[src/rtl/reaction_pkg.sv]
// Shared types and seven-segment constants for the reaction timer.
// Segment codes are active-low, bit 6 = g ... bit 0 = a.
package reaction_pkg;

   typedef enum logic [2:0] {IDLE, WAIT, GO, DONE, FOUL} state_t;

   localparam logic [6:0] SEG_DASH = 7'h3F;
   localparam logic [6:0] SEG_S    = 7'h12;
   localparam logic [6:0] SEG_D    = 7'h21;
   localparam logic [6:0] SEG_F    = 7'h0E;

   function automatic logic [6:0] hex_seg(input logic [3:0] d);
      logic [6:0] s;
      case (d)
         4'h0: s = 7'h40;
         4'h1: s = 7'h79;
         4'h2: s = 7'h24;
         4'h3: s = 7'h30;
         4'h4: s = 7'h19;
         4'h5: s = 7'h12;
         4'h6: s = 7'h02;
         4'h7: s = 7'h78;
         4'h8: s = 7'h00;
         4'h9: s = 7'h10;
         4'hA: s = 7'h08;
         4'hB: s = 7'h03;
         4'hC: s = 7'h46;
         4'hD: s = 7'h21;
         4'hE: s = 7'h06;
         default: s = 7'h0E;
      endcase
      return s;
   endfunction

endpackage

[src/rtl/ms_tick.sv]
// Millisecond prescaler: counts 0..TICK_DIV-1, tick high while at TICK_DIV-1.
// clear restarts the count so the next millisecond is full length; no backpressure.
module ms_tick #(
   parameter int TICK_DIV = 50000
) (
   input  logic clk,
   input  logic reset,
   input  logic clear,
   output logic tick
);

   localparam int CW = (TICK_DIV > 1) ? $clog2(TICK_DIV) : 1;
   localparam logic [CW-1:0] LAST = CW'(TICK_DIV - 1);

   logic [CW-1:0] cnt;

   always_ff @(posedge clk) begin
      if (reset || clear)
         cnt <= '0;
      else if (cnt == LAST)
         cnt <= '0;
      else
         cnt <= cnt + CW'(1);
   end

   assign tick = (cnt == LAST);

endmodule

[src/rtl/reaction_timer.sv]
// Reaction-time game core: start arms a delay, react reports elapsed ms or a false start.
// Outputs registered, hex lags state by one cycle; best_ms tracking built only with REACTION_BEST_EN.
module reaction_timer
   import reaction_pkg::*;
#(
   parameter int TICK_DIV      = 50000,
   parameter int SEL_W         = 4,
   parameter int DELAY_BASE_MS = 1000,
   parameter int DELAY_STEP_MS = 125,
   parameter int CNT_W         = 14
) (
   input  logic             clk,
   input  logic             reset,
   input  logic [SEL_W-1:0] sel,
   input  logic             start,
   input  logic             react,
   output logic [6:0]       hex,
   output logic [CNT_W-1:0] result_ms,
   output logic             result_valid,
   output logic             false_start,
   output logic             busy,
   output logic [CNT_W-1:0] best_ms
);

   localparam logic [CNT_W-1:0] BASE    = CNT_W'(DELAY_BASE_MS);
   localparam logic [CNT_W-1:0] STEP    = CNT_W'(DELAY_STEP_MS);
   localparam logic [CNT_W-1:0] CNT_MAX = '1;

   state_t           state_q, state_d;
   logic             start_q, react_q;
   logic             start_edge, react_edge;
   logic [SEL_W-1:0] sel_q;
   logic [CNT_W-1:0] delay_q, ms_cnt;
   logic             tick, clear_pre, launch, hit;
   logic [6:0]       hex_d;

   assign start_edge = start & ~start_q;
   assign react_edge = react & ~react_q;
   assign hit        = (state_q == GO) && react_edge;

   ms_tick #(.TICK_DIV(TICK_DIV)) u_tick (
      .clk  (clk),
      .reset(reset),
      .clear(clear_pre),
      .tick (tick)
   );

   always_comb begin
      state_d = state_q;
      case (state_q)
         IDLE:       if (start_edge) state_d = WAIT;
         // a react edge wins even on the cycle the delay expires
         WAIT:       if (react_edge) state_d = FOUL;
                     else if (tick && ms_cnt == delay_q - CNT_W'(1)) state_d = GO;
         GO:         if (react_edge) state_d = DONE;
         DONE, FOUL: if (start_edge) state_d = WAIT;
         default:    state_d = IDLE;
      endcase
      launch    = (state_d == WAIT) && (state_q != WAIT);
      clear_pre = (state_d != state_q) && (state_d == WAIT || state_d == GO);
   end

   always_comb begin
      hex_d = SEG_DASH;
      case (state_q)
         WAIT:    hex_d = hex_seg(4'(sel_q));
         GO:      hex_d = SEG_S;
         DONE:    hex_d = SEG_D;
         FOUL:    hex_d = SEG_F;
         default: hex_d = SEG_DASH;
      endcase
   end

   always_ff @(posedge clk) begin
      if (reset) begin
         state_q      <= IDLE;
         start_q      <= 1'b0;
         react_q      <= 1'b0;
         sel_q        <= '0;
         delay_q      <= '0;
         ms_cnt       <= '0;
         result_ms    <= '0;
         result_valid <= 1'b0;
         false_start  <= 1'b0;
         busy         <= 1'b0;
         hex          <= SEG_DASH;
      end else begin
         state_q      <= state_d;
         start_q      <= start;
         react_q      <= react;
         result_valid <= hit;
         false_start  <= (state_d == FOUL);
         busy         <= (state_d == WAIT) || (state_d == GO);
         hex          <= hex_d;
         if (hit)
            result_ms <= ms_cnt;
         if (launch) begin
            sel_q   <= sel;
            delay_q <= BASE + CNT_W'(sel) * STEP;
         end
         if (clear_pre)
            ms_cnt <= '0;
         else if (tick && (state_q == WAIT || (state_q == GO && ms_cnt != CNT_MAX)))
            ms_cnt <= ms_cnt + CNT_W'(1);
      end
   end

`ifdef REACTION_BEST_EN
   logic [CNT_W-1:0] best_q;

   always_ff @(posedge clk) begin
      if (reset)
         best_q <= '1;
      else if (hit && ms_cnt < best_q)
         best_q <= ms_cnt;
   end

   assign best_ms = best_q;
`else
   assign best_ms = '1;
`endif

endmodule

[config.mk]
export PLATFORM = sky130hd
export DESIGN_NAME = reaction_timer
export DESIGN_NICKNAME = d
export VERILOG_FILES = /design/src/rtl/reaction_pkg.sv /design/src/rtl/ms_tick.sv /design/src/rtl/reaction_timer.sv
export SDC_FILE = /design/constraint.sdc
export NUM_CORES = 1
export LEC_CHECK = 0
export ABC_AREA = 1
export CAP_MARGIN = 0
export CORE_MARGIN = 2
export CORE_UTILIZATION = 43
export DETAILED_ROUTE_END_ITERATION = 12
export PLACE_DENSITY = 0.65
export SKIP_LAST_GASP = 1
export SLEW_MARGIN = 25
export SYNTH_ARGS = -nofsm -noshare
export SYNTH_HDL_FRONTEND = slang
export SYNTH_SLANG_ARGS = --single-unit
[constraint.sdc]
create_clock -name clk -period 4 [get_ports clk]
set_clock_uncertainty 0.2 [all_clocks]
set_input_delay 0.8 -clock clk [delete_from_list [all_inputs] [get_ports clk]]
set_output_delay 0.8 -clock clk [all_outputs]
set_load 0.005 [all_outputs]
* After elaboration in Yosys (flattened, before gate mapping)
Memories as Yosys holds them, arrays and structs flattened. A register that Yosys moved wholly into a read port is not among the register bits.
Cells that the tools add are included.
** Operators by class
- Add/sub/neg operators :: 4
- Multiply operators :: 1
- Divide/modulo/power cells :: 0
- $lt $le $gt $ge :: 0
- Equal/unequal tests :: 12
- Shift-type cells :: 0
- Muxes and demuxes :: 8
- Bitwise operators :: 4
- Reductions and logical operators :: 13
** Operators by type and width (number)
- one-hot mux 7 bit (4 select lines) :: 1
- adder 16 x 1 -> 16 bit (second input constant) :: 1
- equality test 16 bit (second input constant) :: 1
- adder 14 x 1 -> 14 bit (second input constant) :: 1
- equality test 14 bit :: 1
- inequality test 14 bit (second input constant) :: 1
- subtractor 14 x 1 -> 14 bit (second input constant) :: 1
- adder 10 x 11 -> 12 bit (first input constant) :: 1
- two-way mux 3 bit :: 4
- multiplier 4 x 7 -> 11 bit (second input constant) :: 1
- equality test 3 x 2 -> 1 bit (second input constant) :: 3
- one-hot mux 3 bit (3 select lines) :: 1
- two-way mux 4 bit :: 2
- equality test 3 x 1 -> 1 bit (second input constant) :: 2
- equality test 3 bit (second input constant) :: 2
- logical AND 1 bit :: 6
- OR reduction 2 bit :: 2
- zero test 3 bit :: 1
- logical OR 1 bit :: 3
- inequality test 3 x 1 -> 1 bit (second input constant) :: 1
- inequality test 3 bit :: 1
- OR reduction 3 bit :: 1
- bitwise AND 1 bit :: 2
- inverter 1 bit :: 2
** Word-level totals
- Register bits :: 77
- Latch bits :: 0
- Memory bits (writable) :: 0
- ROM bits :: 112
- Input bits :: 8
- Output and inout bits :: 38
- Word-level logic and storage cells :: 55
- Memories :: 1
** Memory list
- (name not given) :: depth 16, bits a word 7, rd ports 1, clocked after Yosys merged registers in 1, wr ports 0, line reaction_pkg.sv:14 : case (d)

* Longest topological paths before layout
Gate-level depths: netlist of the first run.
- Depth after elaboration :: 11
- Mapped depth :: 23
- Depth with buffers taken out :: 22

* Cells and area by module
Synthesis of the first run repeated with hierarchy kept, for this count alone.
** Second synthesis, totals
- Cell total of the unflattened synthesis :: 678
- Area total of the unflattened synthesis :: 4879.7 µm²
** Modules (own cells, without submodules)
- reaction_timer :: instances 1, cells an instance 549, area each 4022.6 µm², seq. area each 1281.2 µm²
- ms_tick :: instances 1, cells an instance 129, area each 857.1 µm², seq. area each 320.3 µm²

* Least setup slack after synthesis of the first run
No wires, ideal clock.
- Path kind :: input -> register
- Start :: input sel[3]
- End :: register delay_q[11]
- Setup time :: 0.070 ns
- Arrival :: 3.602 ns
- Data required time :: 3.730 ns
- Setup slack :: 0.128 ns
- Stages on the path :: 19
- Buffers on the path :: 0
- Cell sequence :: inv_1 > ha_1 > inv_1 > fa_1 > inv_1 > fa_1 > ha_1 > nand3_1 > nand2_1 > a21oi_1 > nor2_1 > nor2_1 > nor2_1 > nor2_1 > nor2_1 > nor2_1 > xor2_1 > o21ai_0 > a21oi_1
** Between the ends
- Longest elaborated chain between the ends :: 2
** RTL lines
- from (decl) :: line reaction_timer.sv:14 : input logic [SEL_W-1:0] sel,
- multiplier 4 x 7 -> 11 bit :: line reaction_timer.sv:99 : delay_q <= BASE + CNT_W'(sel) * STEP;
- adder 10 x 11 -> 12 bit :: line reaction_timer.sv:99
- to (signal assigned) :: line reaction_timer.sv:99
- to (decl) :: line reaction_timer.sv:33 : logic [CNT_W-1:0] delay_q, ms_cnt;
No other way between the ends.
A chain may end at the register's enable or synchronous reset.

* Worst setup path in the final report of the first run
- Start :: input sel[2]
- End :: register delay_q[10]
Same word-level chain as after synthesis.

==> flow_summary.yaml, run 1 <==
drt:
  num_vias: 4173
  viasPerCell: 4.808
  dr.pass1.iters: 5
  wl_per_cell_um: 11.65
  drc: 0
  wl_mm: 10.11
  postRouteAntennaNets: 0
  drtIter0Drc: 194
setup_path:
  r2r_start: "sel_q[0]"
  cp_data_arrival_time_ps: 3880
  r2r_setup_slack_ps: 700
  end_kind: "flop"
  critPathKind: "primary input to flop"
  worst_setup_path_start_kind: "primary input"
  rr_worst_depth: 22
  worstPathRequired_ps: 4090
  cp_max_fo: 4
cts:
  hold_buffers: 0
  cts.sinks: 80
  htreeDepth: 3
  clk_pin_slew_worst_paths_ps: 80
  cts_buffers: 9
  clock_path_buffers: 2
  cts_tree: "yes"
  clk_latency_ps: 350
  clock-root-buffer: "clkbuf_8"
pwr:
  power_density_nw_per_um2: 346.6
  cellLeakagePower_nw: 2.496
  finalPower_mw: 1.922
  vdd_ir_drop_max_v: 0.0001416
global_route:
  grt_max_degree: 28
  use_met1_pct: 23.99
  grtUsageMet3_pct: 4.031
  track_usage_pct: 18.21
  grt_util_met2_pct: 29.14
  grt_pass1_wl_mm: 17.45
  grt_pass1_vias: 3936
  overflow: 0
  grt-busiest-layer: "met2"
  antenna_found_initial: 0
min_path:
  holdPathStages: 2
  min_to: "hex[3]"
  min_path_type: "flop to flop"
placement:
  hpwl_mm: 7.729
  gp_congestion: 0.8538
  portBuffers: 31
final_layout:
  fin_util_pct: 50.93
  n_antenna_cell: 0
  final_net_count: 764
  syn_to_final_growth_pct: 15.42
  drive_gt1_share_pct: 13.46
die:
  core_area_um2: 10890
  row_count: 38
  initial_core_util_pct: 44.13
  die-area_um2: 12040
  die_x_um: 109.7
  pin_count: 46
  die_h_um: 109.7
sta:
  fin_crit_ps: 3790
  slew_violations: 0
  fmax_mhz: 263.9
  rsz0062_at_grt: "no"
  period_share_pct: 94.74
  finalSetupViolations: 0
  hold_violations: 0
yosys:
  synthesis.area_um2: 4805
  synth-main-ff-cell: "dfxtp_1"
  ys_seq_area_share_pct: 33.33
  ys_warn_count: 0
  ys_types: 40
  synth_async_sr_flop_share_pct: 0
  synth_edf_count: 0
  synthCells: 668
  avgSynthCellArea_um2: 7.193
  ys_ff_latch: 80
run_status:
  outcome: "completed"
job:
  cap_violations: 0
[timing repair]
action,in CTS,in global routing
gates resized for setup,7,6
pin swaps,5,5
setup endpoints to repair,1,3
setup buffers,4,0
endpoints found under the hold margin,0,0
[registers in the layout, indices dropped and copies added (netlist names), named ones only]
name,count
sel_q,4
result_valid,1
u_tick.cnt,16
start_q,1
react_q,1
ms_cnt,14
false_start,1
result_ms,14
hex,7
delay_q,10
busy,1
state_q,3
[synth_stat cells (2+ instances only)]
master    number  share of area, %
nand3_4        3               1.1
nand3_2        6               1.3
dfxtp_1       80                33
nor2_4         3              0.70
a21oi_1       39               4.1
buf_6          2              0.47
xnor2_1        5              0.91
ha_1          26               6.8
inv_2          7              0.55
clkbuf_1       6              0.47
fa_1           6               2.5
buf_4         15               2.3
nand3_1       39               4.1
o21ai_1        3              0.31
nor3_2         3              0.63
nor2_1        72               5.6
or2_2          4              0.52
nand4_1       13               1.7
nor2_2        16               2.1
nand2_2        5              0.65
a22oi_1        3              0.47
xor2_1        17               3.1
nand2_1      132                10
nor3_1        13               1.4
o21ai_0       32               3.3
nor2_8         2              0.83
nor4_1         2              0.26
nand2_4        2              0.47
inv_1        100               7.8
nor3b_1        2              0.31
[worst max-delay path, cell delays in order]
cell and delay (ps):
clkdlybuf4s15_1 230, buf_4 150, ha_1 150, inv_1 50
fa_1 480, inv_1 50, fa_1 490, buf_4 160
fa_1 450, a21oi_2 130, o21bai_1 90, a21oi_1 130
nor2_1 50, nor2_1 100, xor2_1 140, o21ai_0 90
a21oi_1 110
[worst max path at each step]
stage / slack [ps] / start / endpoint
3_5_place_dp: -500 / sel[3] / delay_q[11]
5_1_grt: 20 / sel[3] / delay_q[11]
6_report: 210 / sel[2] / delay_q[10]
4_1_cts: 70 / sel[1] / delay_q[11]
2_1_floorplan: 130 / sel[3] / delay_q[11]
3_3_place_gp: -350 / sel[3] / delay_q[11]
[report_power, final]
group | total, mW | internal [mW] | switching (mW)
clock | 0.499 | 0.219 | 0.280
combinational | 0.551 | 0.223 | 0.328
sequential | 0.871 | 0.842 | 0.0294
total | 1.92 | 1.28 | 0.638
[layout by cell type (no fill, tap or decap), types with 8 or more instances in the layout]
cell,n
nand2_1,131
inv_1,99
a21oi_1,37
nor3_1,13
inv_2,8
conb_1,14
nand4_1,13
buf_4,26
nor2_1,72
nor2_2,16
xor2_1,17
dfxtp_1,80
clkbuf_8,9
nand3_1,39
ha_1,23
clkdlybuf4s50_1,28
o21ai_0,31
[cell type report]
cell class | count | area (um2)
Fill cell | 1078 | 5343
Inverter | 107 | 401.6
Clock buffer | 11 | 131.4
Timing Repair Buffer | 57 | 508.0
Clock inverter | 4 | 22.52
Multi-Input combinational cell | 469 | 2705
Tap cell | 140 | 175.2
Sequential cell | 80 | 1602
[layer usage]
layer	wire length (um)	vias up	share of wire (%)
met2	4628	90	46
met5	0	-	0
met3	437	12	4.3
li1	-	2187	-
met1	4865	1884	48
met4	178	0	1.8
[cells by family after synthesis]
logic type / share of synthesized area, %
DFF: 33.33
buffers and inverters: 12.16
AOI/OAI and AO/OA: 8.490
and+or+nand+nor: 32.66
other: 0.07805
xor gates and xnor gates: 4.010
adders and majority gates: 9.271
[through the flow]
stage	hold WS (ps)	cell area (um2)	cells	setup TNS (ps)	setup slack, ps
2_1_floorplan	196.0	4853	681	0	128.1
3_3_place_gp	206.3	5321	849	-837.4	-352.9
3_5_place_dp	206.8	5321	849	-1234	-495.1
4_1_cts	225.2	5534	868	0	74.28
5_1_grt	239.5	5545	868	0	18.79
6_report	224.9	5545	868	0	210.2
Note: power is estimated with default switching activity, not from simulation.
==> inputs of run 2 (changes only) <==
--- a/config.mk
+++ b/config.mk
@@ -10,9 +10,10 @@
 export CORE_MARGIN = 2
 export CORE_UTILIZATION = 43
 export DETAILED_ROUTE_END_ITERATION = 12
+export MAX_ROUTING_LAYER = met4
 export PLACE_DENSITY = 0.65
 export SKIP_LAST_GASP = 1
-export SLEW_MARGIN = 25
+export SLEW_MARGIN = 10
 export SYNTH_ARGS = -nofsm -noshare
 export SYNTH_HDL_FRONTEND = slang
 export SYNTH_SLANG_ARGS = --single-unit
==> run 2 against run 1 <==
Net effect: clock-buffer cell count unchanged; maximum frequency about the same; core utilization unchanged; critical path depth unchanged; global-route usage increased by 0.55 points; sequential share of layout area unchanged; flip-flop and latch count unchanged; final area unchanged; die area unchanged; cell count unchanged; first-iteration DRC count decreased by 0.52%; non-clock buffer count unchanged; largest cell class unchanged.
==> flow_summary.yaml, run 2 (synthesis results as in run 1) <==
run_status:
  outcome: "completed"
setup_path:
  r2r_setup_slack_ps: 690
  cp_data_arrival_time_ps: 3880
  critPathKind: "primary input to flop"
  end_kind: "flop"
  cp_max_fo: 4
  worstPathRequired_ps: 4090
  rr_worst_depth: 22
  r2r_start: "sel_q[0]"
  worst_setup_path_start_kind: "primary input"
sta:
  fin_crit_ps: 3791
  timing.hold.ws_ps: 224.9
  slew_violations: 0
  rsz0062_at_grt: "no"
  finalSetupViolations: 0
  hold_violations: 0
  tns_ps: 0
  fmax_mhz: 263.8
  period_share_pct: 94.77
cts:
  clk_latency_ps: 350
  cts.sinks: 80
  cts_buffers: 9
  clock-root-buffer: "clkbuf_8"
  cts_tree: "yes"
  clk_pin_slew_worst_paths_ps: 80
  clock_path_buffers: 2
  htreeDepth: 3
final_layout:
  regMostFlops: "u_tick.cnt"
  fin_area_um2: 5545
  largest_reg_flops: 16
  drive_gt1_share_pct: 13.46
  final_common_cell: "nand2_1"
  final_net_count: 764
  n_antenna_cell: 0
  mostFrequentLayoutCells: "nand2_1 (131), inv_1 (99), dfxtp_1 (80)"
  syn_to_final_growth_pct: 15.42
  fin_util_pct: 50.93
  reg_top3: "u_tick.cnt x16, ms_cnt x14, result_ms x14"
drt:
  dr.pass1.iters: 5
  drtIter0Drc: 193
  num_vias: 4146
  wl_mm: 10.06
  viasPerCell: 4.776
  wl_per_cell_um: 11.59
  postRouteAntennaNets: 0
  drc: 0
min_path:
  holdPathStages: 2
  min_path_type: "flop to flop"
  min_to: "hex[3]"
global_route:
  grt_pass1_vias: 3934
  antenna_found_initial: 0
  grt_max_degree: 28
  track_usage_pct: 18.76
  grt_pass1_wl_mm: 17.46
  overflow: 0
placement:
  portBuffers: 31
  hpwl_mm: 7.729
  gp_congestion: 0.8674
  dpl-instance-area_um2: 5321
die:
  row_count: 38
  die_h_um: 109.7
  die-area_um2: 12040
  initial_core_util_pct: 44.13
  pin_count: 46
  die_x_um: 109.7
  core_area_um2: 10890
pwr:
  cellLeakagePower_nw: 2.496
  finalPower_mw: 1.921
  vdd_ir_drop_max_v: 0.0001399
  power_density_nw_per_um2: 346.4
job:
  cap_violations: 0
## run 2: cell counts in the layout (fill, tap and decap cells not counted)
No cell type changed its count.
## run 2: worst max-delay path: stages
cell and delay [ps]:
clkdlybuf4s15_1 230, buf_4 150, ha_1 150, inv_1 50
fa_1 480, inv_1 50, fa_1 490, buf_4 160
fa_1 450, a21oi_2 130, o21bai_1 90, a21oi_1 130
nor2_1 50, nor2_1 100, xor2_1 140, o21ai_0 90
a21oi_1 110
## run 2: cell type report
cell class | count | area, um2
clock buffers | 11 | 131.4
clock inverters | 4 | 22.52
fillers | 1078 | 5343
inverters | 107 | 401.6
multi-input cells | 469 | 2705
flip-flops and latches | 80 | 1602
well taps | 140 | 175.2
repair buffers | 57 | 508.0
## run 2: repair_timing
action,CTS,global route
gates resized for setup,7,6
setup endpoints to repair,1,3
pin swaps,5,5
setup buffers,4,0
hold buffers,0,0
## run 2: worst max path at each step
stage | slack, ps | from | end
2_1_floorplan | 130 | sel[3] | delay_q[11]
3_3_place_gp | -350 | sel[3] | delay_q[11]
3_5_place_dp | -500 | sel[3] | delay_q[11]
4_1_cts | 70 | sel[1] | delay_q[11]
5_1_grt | 20 | sel[3] | delay_q[11]
6_report | 210 | sel[2] | delay_q[10]
## run 2: layer usage
metal / up-vias / global-route usage (%) / routed length, um
li1: 2190 / - / -
met1: 1866 / 24.03 / 4840
met2: 77 / 29.19 / 4642
met3: 13 / 4.031 / 413
met4: 0 / 6.781 / 167
met5: - / - / 0
## run 2: stage by stage
stage | instances | setup WS, ps
2_1_floorplan | 681 | 128.1
3_3_place_gp | 849 | -352.9
3_5_place_dp | 849 | -495.1
5_1_grt | 868 | 18.79
4_1_cts | 868 | 74.28
6_report | 868 | 209.2
## run 2: power by group
| part | switching [mW] | internal (mW) | total (mW) |
|---|---|---|---|
| sequential | 0.0294 | 0.842 | 0.871 |
| combinational | 0.328 | 0.223 | 0.551 |
| clock | 0.279 | 0.219 | 0.498 |
==> inputs of run 3 (changes only) <==
--- a/config.mk
+++ b/config.mk
@@ -7,11 +7,13 @@
 export LEC_CHECK = 0
 export ABC_AREA = 1
 export CAP_MARGIN = 0
+export CORE_ASPECT_RATIO = 0.7
 export CORE_MARGIN = 2
 export CORE_UTILIZATION = 43
 export DETAILED_ROUTE_END_ITERATION = 12
 export MAX_ROUTING_LAYER = met4
 export PLACE_DENSITY = 0.65
+export SKIP_CTS_REPAIR_TIMING = 1
 export SKIP_LAST_GASP = 1
 export SLEW_MARGIN = 10
 export SYNTH_ARGS = -nofsm -noshare
==> run 3 against run 2 <==
Net effect: final area increased by 1.9%; core utilization increased by 0.55 points; hold slack got worse by 2.2 ps; via count increased by 1.2%; flip-flop and latch count unchanged; highest routed layer unchanged.
==> flow_summary.yaml, run 3 (synthesis results as in run 1) <==
cts:
  cts.sinks: 80
  htreeDepth: 3
  clk_pin_slew_worst_paths_ps: 60
  cts_buffers: 9
  clk_latency_ps: 330
  cts_tree: "yes"
  clock_path_buffers: 2
  clock-root-buffer: "clkbuf_16"
global_route:
  track_usage_pct: 18.64
  grt_pass1_vias: 3876
  grt_pass1_wl_mm: 17.64
  grt_max_degree: 28
  overflow: 0
  antenna_found_initial: 0
final_layout:
  final_common_cell: "nand2_1"
  syn_to_final_growth_pct: 17.55
  stdcell_count: 878
  reg_top3: "u_tick.cnt x16, ms_cnt x14, result_ms x14"
  n_antenna_cell: 0
  largest_reg_flops: 16
  regMostFlops: "u_tick.cnt"
  final_net_count: 762
  mostFrequentLayoutCells: "nand2_1 (132), inv_1 (99), dfxtp_1 (80)"
  drive_gt1_share_pct: 13.10
setup_path:
  worst_setup_path_start_kind: "primary input"
  crit_chain: "clkdlybuf4s50_1 -> inv_1 -> fa_1 -> inv_1 -> ha_1 -> ha_1 -> buf_4 -> nand3_1 -> nand2_1 -> a21oi_2 -> nor2_1 -> nor2_1 -> nor2_1 -> nor2_1 -> nor2_1 -> nor2_1 -> xor2_1 -> o21ai_0 -> a21oi_1"
  slowest_stage: "fa_1"
  cp_data_arrival_time_ps: 3920
  end_kind: "flop"
  crit_buf_inv: 4
  critPathMostFrequentCell: "nor2_1"
  cp_max_fo: 2
  worstPathRequired_ps: 4060
  slowest_delay_ps: 550
  crit_family: "adder cells"
  critPathKind: "primary input to flop"
die:
  row_count: 32
  die-area_um2: 12050
  initial_core_util_pct: 43.80
  core_area_um2: 10970
  die_h_um: 92.44
  die_x_um: 130.3
  pin_count: 46
sta:
  hold_violations: 0
  finalSetupViolations: 0
  rsz0062_at_grt: "no"
  period_share_pct: 96.33
  timing.hold.ws_ps: 222.8
  fmax_mhz: 259.5
  tns_ps: 0
  slew_violations: 0
  fin_crit_ps: 3853
job:
  cap_violations: 0
drt:
  wl_mm: 10.42
  num_vias: 4196
  viasPerCell: 4.779
  postRouteAntennaNets: 0
  drc: 0
  drtIter0Drc: 221
  wl_per_cell_um: 11.87
  dr.pass1.iters: 5
run_status:
  outcome: "completed"
placement:
  portBuffers: 31
  dp_cells: 863
  hpwl_mm: 8.131
  gp_congestion: 0.8677
pwr:
  cellLeakagePower_nw: 2.554
  vdd_ir_drop_max_v: 0.0002084
  power_density_nw_per_um2: 376.9
min_path:
  min_path_type: "flop to flop"
==> run 3: cell types whose count changed in the layout (fill, tap and decap cells not counted), sizes merged <==
| cell | change |
|---|---|
| buf | -2 |
| clkdlybuf4s15 | -2 |
| dlymetal6s2s | +2 |
| clkbuf | -1 |
| clkinv | +1 |
| clkinvlp | -1 |
==> run 3: final cells by class <==
| class | count | area [um2] |
|---|---|---|
| Tap cell | 153 | 191.4 |
| Sequential cell | 80 | 1602 |
| Fill cell | 1081 | 5323 |
| Clock buffer | 10 | 229.0 |
| Multi-Input combinational cell | 469 | 2703 |
| Clock inverter | 4 | 23.77 |
| Timing Repair Buffer | 55 | 498.0 |
| Inverter | 107 | 401.6 |
==> run 3: power by group <==
part	switching [mW]	internal, mW
Combinational	0.328	0.218
Sequential	0.0306	0.843
Clock	0.299	0.410
==> run 3: worst paths after layout <==
kind | from | end | slack (ps) | depth (start not counted)
max | sel[0] | delay_q[11] | 150 | 19
min | flop | hex[3] | 220 | 2
max reg2reg | sel_q[0] | flop | 770 | 22
min reg2reg | flop | hex[3] | 220 | 2
==> run 3: routing by layer <==
metal	global-route usage, %	vias to the layer above	share of wire [%]
met5	-	-	0
met4	4.610	0	0.98
met3	3.697	11	5.0
met2	28.40	105	43
met1	25.55	1897	51
li1	-	2183	-
==> run 3: stage by stage <==
stage / instance area (um2) / utilization [%] / worst slack (ps) / total power, mW
finish: 5648 / 51.48 / 146.8 / 2.129
global placement: 5345 / 48.72 / -367.8 / 1.394
detailed placement: 5345 / 48.72 / -496.5 / 1.408
CTS: 5598 / 51.03 / -162.3 / 2.120
global route: 5648 / 51.48 / 10.73 / 2.261
floorplan: 4853 / - / 128.1 / 1.284
==> run 3: worst reg2reg max path, delay by kind of cell (launching register included) <==
kind | cells | cell delay (ps)
DFF | 1 | 410
and+or+nand+nor | 16 | 1590
buffers and inverters | 4 | 330
adders and majority gates | 2 | 620
